==> src/rtl/vmem_arbiter_if.sv <==
// vmem_arbiter_if: display, CPU and RAM bus signals around the video memory arbiter.
interface vmem_arbiter_if #(parameter int AW = 16, parameter int DW = 8);
  logic          scan;
  logic          disp_req, disp_gnt, disp_valid;
  logic [AW-1:0] disp_addr;
  logic [DW-1:0] disp_data;
  logic          cpu_req, cpu_we, cpu_gnt, cpu_ack;
  logic [AW-1:0] cpu_addr;
  logic [DW-1:0] cpu_wdata, cpu_rdata;
  logic [AW-1:0] mem_addr;
  logic          mem_we;
  logic [DW-1:0] mem_wdata, mem_rdata;
  modport slave (
    input  scan, disp_req, disp_addr, cpu_req, cpu_we, cpu_addr, cpu_wdata, mem_rdata,
    output disp_gnt, disp_valid, disp_data, cpu_gnt, cpu_ack, cpu_rdata, mem_addr, mem_we, mem_wdata
  );
  modport master (
    output scan, disp_req, disp_addr, cpu_req, cpu_we, cpu_addr, cpu_wdata, mem_rdata,
    input  disp_gnt, disp_valid, disp_data, cpu_gnt, cpu_ack, cpu_rdata, mem_addr, mem_we, mem_wdata
  );
endinterface

==> src/rtl/vmem_arbiter.sv <==
// vmem_arbiter: shares the single-port video RAM between display fetch and CPU.
module vmem_arbiter #(
  parameter int AW           = 16,
  parameter int DW           = 8,
  parameter int STARVE_LIMIT = 8
) (
  input  logic           clk,
  input  logic           rst,
  vmem_arbiter_if.slave  bus
);
  typedef enum logic [1:0] {IDLE, ACCESS, RESP} state_t;
  state_t        state;
  logic          owner;
  logic          cpu_win, disp_win;
  logic [3:0]    starve;
  logic [AW-1:0] win_addr;
  logic [DW-1:0] rdata;
  always_comb begin
    cpu_win  = state != ACCESS && bus.cpu_req &&
               (!bus.disp_req || starve == 4'(STARVE_LIMIT) || !bus.scan);
    disp_win = state != ACCESS && bus.disp_req && !cpu_win;
    win_addr = cpu_win ? bus.cpu_addr : bus.disp_addr;
  end
  assign rdata         = bus.mem_rdata;
  assign bus.disp_data = rdata;
  assign bus.cpu_rdata = rdata;
  always_ff @(posedge clk or negedge rst)
    if (!rst) begin
      state          <= IDLE;
      owner          <= 1'b0;
      starve         <= 4'd0;
      bus.mem_addr   <= '0;
      bus.mem_we     <= 1'b0;
      bus.mem_wdata  <= '0;
      bus.disp_gnt   <= 1'b0;
      bus.cpu_gnt    <= 1'b0;
      bus.disp_valid <= 1'b0;
      bus.cpu_ack    <= 1'b0;
    end else begin
      state          <= (cpu_win || disp_win) ? ACCESS : state == ACCESS ? RESP : IDLE;
      owner          <= (cpu_win || disp_win) ? cpu_win : owner;
      bus.disp_gnt   <= disp_win;
      bus.cpu_gnt    <= cpu_win;
      bus.mem_we     <= cpu_win && bus.cpu_we;
      bus.mem_addr   <= (cpu_win || disp_win) ? win_addr : bus.mem_addr;
      bus.mem_wdata  <= cpu_win ? bus.cpu_wdata : bus.mem_wdata;
      bus.disp_valid <= state == ACCESS && !owner;
      bus.cpu_ack    <= state == ACCESS && owner;
      // CPU is only starved by display wins it actually lost while asking
      starve         <= cpu_win ? 4'd0 :
                        (disp_win && bus.cpu_req && starve != 4'(STARVE_LIMIT)) ? starve + 4'd1 : starve;
    end
endmodule

==> src/flat_wrapper.sv <==
// flat-port wrapper written by rule: the top's interface ports become plain ports
module vmem_arbiter_flat 
#(
  parameter int AW           = 16,
  parameter int DW           = 8,
  parameter int STARVE_LIMIT = 8
)
  (clk, rst, bus_scan, bus_disp_req, bus_disp_addr, bus_cpu_req, bus_cpu_we, bus_cpu_addr, bus_cpu_wdata, bus_mem_rdata, bus_disp_gnt, bus_disp_valid, bus_disp_data, bus_cpu_gnt, bus_cpu_ack, bus_cpu_rdata, bus_mem_addr, bus_mem_we, bus_mem_wdata);
  vmem_arbiter_if #(.AW(AW), .DW(DW)) bus_i ();
  input  logic clk;
  input  logic rst;
  input wire logic [$bits(bus_i.scan)-1:0] bus_scan;
  input wire logic [$bits(bus_i.disp_req)-1:0] bus_disp_req;
  input wire logic [$bits(bus_i.disp_addr)-1:0] bus_disp_addr;
  input wire logic [$bits(bus_i.cpu_req)-1:0] bus_cpu_req;
  input wire logic [$bits(bus_i.cpu_we)-1:0] bus_cpu_we;
  input wire logic [$bits(bus_i.cpu_addr)-1:0] bus_cpu_addr;
  input wire logic [$bits(bus_i.cpu_wdata)-1:0] bus_cpu_wdata;
  input wire logic [$bits(bus_i.mem_rdata)-1:0] bus_mem_rdata;
  output wire logic [$bits(bus_i.disp_gnt)-1:0] bus_disp_gnt;
  output wire logic [$bits(bus_i.disp_valid)-1:0] bus_disp_valid;
  output wire logic [$bits(bus_i.disp_data)-1:0] bus_disp_data;
  output wire logic [$bits(bus_i.cpu_gnt)-1:0] bus_cpu_gnt;
  output wire logic [$bits(bus_i.cpu_ack)-1:0] bus_cpu_ack;
  output wire logic [$bits(bus_i.cpu_rdata)-1:0] bus_cpu_rdata;
  output wire logic [$bits(bus_i.mem_addr)-1:0] bus_mem_addr;
  output wire logic [$bits(bus_i.mem_we)-1:0] bus_mem_we;
  output wire logic [$bits(bus_i.mem_wdata)-1:0] bus_mem_wdata;
  assign bus_i.scan = bus_scan;
  assign bus_i.disp_req = bus_disp_req;
  assign bus_i.disp_addr = bus_disp_addr;
  assign bus_i.cpu_req = bus_cpu_req;
  assign bus_i.cpu_we = bus_cpu_we;
  assign bus_i.cpu_addr = bus_cpu_addr;
  assign bus_i.cpu_wdata = bus_cpu_wdata;
  assign bus_i.mem_rdata = bus_mem_rdata;
  assign bus_disp_gnt = bus_i.disp_gnt;
  assign bus_disp_valid = bus_i.disp_valid;
  assign bus_disp_data = bus_i.disp_data;
  assign bus_cpu_gnt = bus_i.cpu_gnt;
  assign bus_cpu_ack = bus_i.cpu_ack;
  assign bus_cpu_rdata = bus_i.cpu_rdata;
  assign bus_mem_addr = bus_i.mem_addr;
  assign bus_mem_we = bus_i.mem_we;
  assign bus_mem_wdata = bus_i.mem_wdata;
  vmem_arbiter #(.AW(AW), .DW(DW), .STARVE_LIMIT(STARVE_LIMIT)) u_core (.clk(clk), .rst(rst), .bus(bus_i));
endmodule
==> config.mk <==
export PLATFORM = sky130hd
export DESIGN_NAME = vmem_arbiter_flat
export DESIGN_NICKNAME = d
export VERILOG_FILES = /design/src/rtl/vmem_arbiter_if.sv /design/src/rtl/vmem_arbiter.sv /design/src/flat_wrapper.sv
export SDC_FILE = /design/constraint.sdc
export NUM_CORES = 1
export LEC_CHECK = 0
export ABC_CLOCK_PERIOD_IN_PS = 1600
export BUFFER_PORTS_ARGS = -buffer_cell sky130_fd_sc_hd__buf_4
export CORE_MARGIN = 2
export CORE_UTILIZATION = 35
export CTS_BUF_LIST = sky130_fd_sc_hd__clkbuf_4
export DETAILED_ROUTE_END_ITERATION = 10
export MAX_ROUTING_LAYER = met4
export PLACE_DENSITY = 0.69
export SYNTH_ARGS = -nofsm -noshare
export SYNTH_HDL_FRONTEND = slang
export SYNTH_SLANG_ARGS = --single-unit
==> constraint.sdc <==
create_clock -name clk -period 1.6 [get_ports clk]
set_input_delay 0.32 -clock clk [delete_from_list [all_inputs] [get_ports clk]]
set_output_delay 0.32 -clock clk [all_outputs]
set_load 0.005 [all_outputs]
==> impl_summary.txt <==
----------------------------------------------------
[Run status]
  Run status ... finished, violations left
  Violations in the final reports ... setup timing

[Worst setup path]
  Worst r2r path cells ... 7
  Crit. Startpoint ... u_core.starve[1]$_DFFE_PN0P_
  Critical path, cell by cell ... inv_1, ha_2, nand3b_4, a211oi_4, buf_6, clkbuf_16, mux2_4
  Critical path startpoint category ... register
  Worst path slowest cell ... sky130_fd_sc_hd__dfrtp_1
  Cell type group with the largest total delay on the critical path ... flip-flops
  Setup slack of the most critical reg-to-reg path ... -70 ps
  Largest fanout on the critical path ... 5
  Worst path bufs/invs ... 3
  Crit Path Class ... reg -> reg
  Largest stage delay on the critical path ... 390 ps
  CP endpoint kind ... register
  R2R Path Start ... u_core.starve[1]$_DFFE_PN0P_
  Capture point of the worst reg-to-reg path ... u_core.bus.mem_wdata[2]$_DFFE_PN0N_
  Required time of the critical path ... 1830 ps
  Data arrival time of the critical path ... 1890 ps

[Placement]
  Number of buffer cells added on primary ports ... 74
  Placer congestion estimate ... 0.769
  HPWL Detailed ... 2390 um
  Instance count after placement with tap cells included ... 262

[Routing]
  Vias per inst ... 4.72
  DRT iter0 DRCs ... 37
  Detailed-route wire length ... 3480 um
  Wire length per cell after detailed routing ... 12.6 um
  Drc violations ... 0
  Vias ... 1,307
  Router iterations before antenna repair ... 4
  Detail Route Antenna Nets ... 0

[STA]
  Final period demand of the worst path ... 1670 ps
  Final worst slack ... -67.2 ps
  Share of the cycle needed by the critical path after routing ... 104%
  Setup violation total in the final timing report ... 8
  Slew Limit Headroom ... 70.3%
  Achievable frequency ... 0.600 GHz
  Worst hold slack ... 183 ps
  Count of final hold-check violations ... 0
  Setup repair after global routing missed its margin ... yes
  Max-slew violations ... 0
  Worst clock skew ... 8.66 ps
  Worst-margin pin slew ... 445 ps

[Clocking]
  H-tree depth ... 2
  Clock-pin slew reported for the worst setup and hold paths after clock tree synthesis ... 100 ps
  Maximum clock path buffer count ... 2
  Number of buffers added by the clock tree synthesis step ... 5
  TritonCTS clock tree ... built
  Count of clock tree sinks ... 36
  Latest clock arrival within the worst-skew pair ... 330 ps
  Root Driver ... sky130_fd_sc_hd__clkbuf_4

[Global route]
  Initial antenna violation count ... 0
  Maximum number of pins on one net before global-route repair ... 37
  Congestion Overflow GR ... 0
  GRT Util Overall ... 13.4%
  Wire length of the first global-routing pass ... 5150 um
  Number of global-route vias before repair ... 1,180

[Final layout]
  Share of layout cells above drive strength 1 ... 49.8%
  Filler cells ... 426
  Non-filler cells in the finished layout ... 277
  Top library cells by usage in the layout, fill and taps aside ... sky130_fd_sc_hd__buf_4, sky130_fd_sc_hd__dfrtp_1, sky130_fd_sc_hd__nand2_1
  Diode insertion count for antenna repair ... 0
  Commonest non-fill, non-tap cell in the layout ... sky130_fd_sc_hd__buf_4
  Nets@finish ... 278
  Area Overhead vs Synth ... 43.9%

[Logic synthesis]
  Asr flop ratio synth ... 100%
  Most frequently used flop master after synthesis ... sky130_fd_sc_hd__dfrtp_1
  Warnings, synthesis ... 0
  Post-synthesis sequential element count ... 36
  Top cells by area, synth ... sky130_fd_sc_hd__dfrtp_1, sky130_fd_sc_hd__mux2i_1, sky130_fd_sc_hd__buf_4, sky130_fd_sc_hd__o21ai_0, sky130_fd_sc_hd__nand2_1
  Cell taking the most area after synthesis ... sky130_fd_sc_hd__dfrtp_1
  Number of synthesized flops with an enable pin ... 0
  Count of distinct cell types in the synthesized netlist ... 25
  Cell area after synthesis ... 0.00167 sq mm
  Sequential cell area fraction in the yosys report ... 53.9%
  Post-synth top area share ... 53.9%
  Synthesized area divided by synthesized cell count ... 11.4 sq um
  Number of cells produced by synthesis ... 147
  Synthesized Nets ... 203

[Worst hold path]
  Cell count of the worst hold path ... 3
  Class of the worst hold path ... in -> reg
  Endpoint, Worst Hold ... u_core.bus.mem_addr[3]$_DFFE_PN0P_
  Launch point of the worst hold path ... bus_cpu_addr[3]

[Pwr]
  Maximum ir drop on the vdd rail ... 0.708 mV
  Cell leakage power ... 1.25 nW
  Pwr/cell area ... 1470 mW/mm^2

[Die]
  Placement Rows ... 25
  Starting utilization of the core area ... 35.9%
  Number of ports placed on the die boundary ... 99
  Core outline area ... 0.00466 sq mm
  Area enclosed by the die boundary ... 0.00535 sq mm
  Die width ... 73.1 um
  Height of the die ... 73.1 um

[Flow run]
  Max-cap viol count ... 0

----------------------------------------------------
## layer usage
metal,vias up,wire (um),track usage (%)
li1,630,-,-
met1,614,1420,15.2
met2,51,1690,20.7
met3,12,285,4.28
met4,0,80,7.61
met5,-,0,-
## flip-flops by register name, indices dropped and copies added, names as in the netlist
| signal | count |
|---|---|
| u_core.bus.cpu_ack | 1 |
| u_core.bus.cpu_gnt | 1 |
| u_core.bus.disp_gnt | 1 |
| u_core.bus.disp_valid | 1 |
| u_core.bus.mem_addr | 16 |
| u_core.bus.mem_wdata | 8 |
| u_core.bus.mem_we | 1 |
| u_core.owner | 1 |
| u_core.starve | 4 |
| u_core.state | 2 |
## report_power, final
part | switching (mW) | total (mW) | leakage [nW] | internal (mW)
Sequential | 0.205 | 1.50 | 0.443 | 1.30
Combinational | 0.575 | 1.56 | 0.775 | 0.983
Clock | 0.282 | 0.484 | 0.0338 | 0.203
Total | 1.06 | 3.54 | 1.25 | 2.48
## worst reg2reg max path, stage by stage, from the launching register on
cell and delay [ps]:
sky130_fd_sc_hd__dfrtp_1 390, sky130_fd_sc_hd__inv_1 60, sky130_fd_sc_hd__ha_2 190, sky130_fd_sc_hd__nand3b_4 90
sky130_fd_sc_hd__a211oi_4 250, sky130_fd_sc_hd__buf_6 160, sky130_fd_sc_hd__clkbuf_16 140, sky130_fd_sc_hd__mux2_4 290
## through the flow
stage	power, mW	utilization (%)	TNS, ps	area [sq um]	worst slack, ps
5_1_grt	3.81	51.6	-1730	2410	-113
3_3_place_gp	2.94	48.1	-26.5	2240	-7.23
6_report	3.54	51.6	-461	2410	-67.2
4_1_cts	3.49	49.9	-449	2330	-47.8
3_5_place_dp	2.96	48.1	-124	2240	-42.0
2_1_floorplan	2.17	-	-359	1690	-89.8
## synth_stat cells, drive strengths merged, types with 2 or more instances
cell type,number
nor2,4
dfrtp,36
ha,2
and2,4
o21ai,19
mux2,8
inv,5
a21o,2
nand2,21
nand3,2
buf,20
mux2i,16
## how the worst max path moves through the flow
| stage | endpoint | depth (start not counted) |
|---|---|---|
| global placement | u_core.bus.mem_wdata[6]$_DFFE_PN0N_ | 6 |
| detailed placement | u_core.bus.mem_wdata[3]$_DFFE_PN0N_ | 6 |
| CTS | u_core.bus.mem_wdata[6]$_DFFE_PN0N_ | 6 |
| floorplan | u_core.bus.mem_wdata[0]$_DFFE_PN0N_ | 6 |
| finish | u_core.bus.mem_wdata[2]$_DFFE_PN0N_ | 7 |
| global route | u_core.bus.mem_wdata[3]$_DFFE_PN0N_ | 7 |
## repair_timing
item	CTS	global route
resized for setup	1	12
pin swaps	0	2
hold buffers	1	0
endpoints found under the setup margin	21	24
gates cloned	0	1
endpoints found under the hold margin	36	0
setup buffers	2	3
## final cells by class
| class | count | area, sq um | area share [%] |
|---|---|---|---|
| inverters | 5 | 18.8 | 0.780 |
| multi-input cells | 85 | 634 | 26.4 |
| well taps | 54 | 67.6 | 2.81 |
| clock buffers | 7 | 52.6 | 2.18 |
| flip-flops and latches | 36 | 901 | 37.4 |
| repair buffers | 89 | 728 | 30.3 |
| clock inverters | 1 | 3.75 | 0.156 |
## cell families after synthesis
| family | count (synthesis) | synth area share, % |
|---|---|---|
| flip-flops | 36 | 53.9 |
| AND/OR/NAND/NOR | 35 | 10.6 |
| buffers and inverters | 26 | 10.5 |
| AO/OA/AOI/OAI | 24 | 8.61 |
| multiplexers | 24 | 15.0 |
| adder cells (fa/ha/maj) | 2 | 1.50 |
Power figures use the tool's default switching activity.
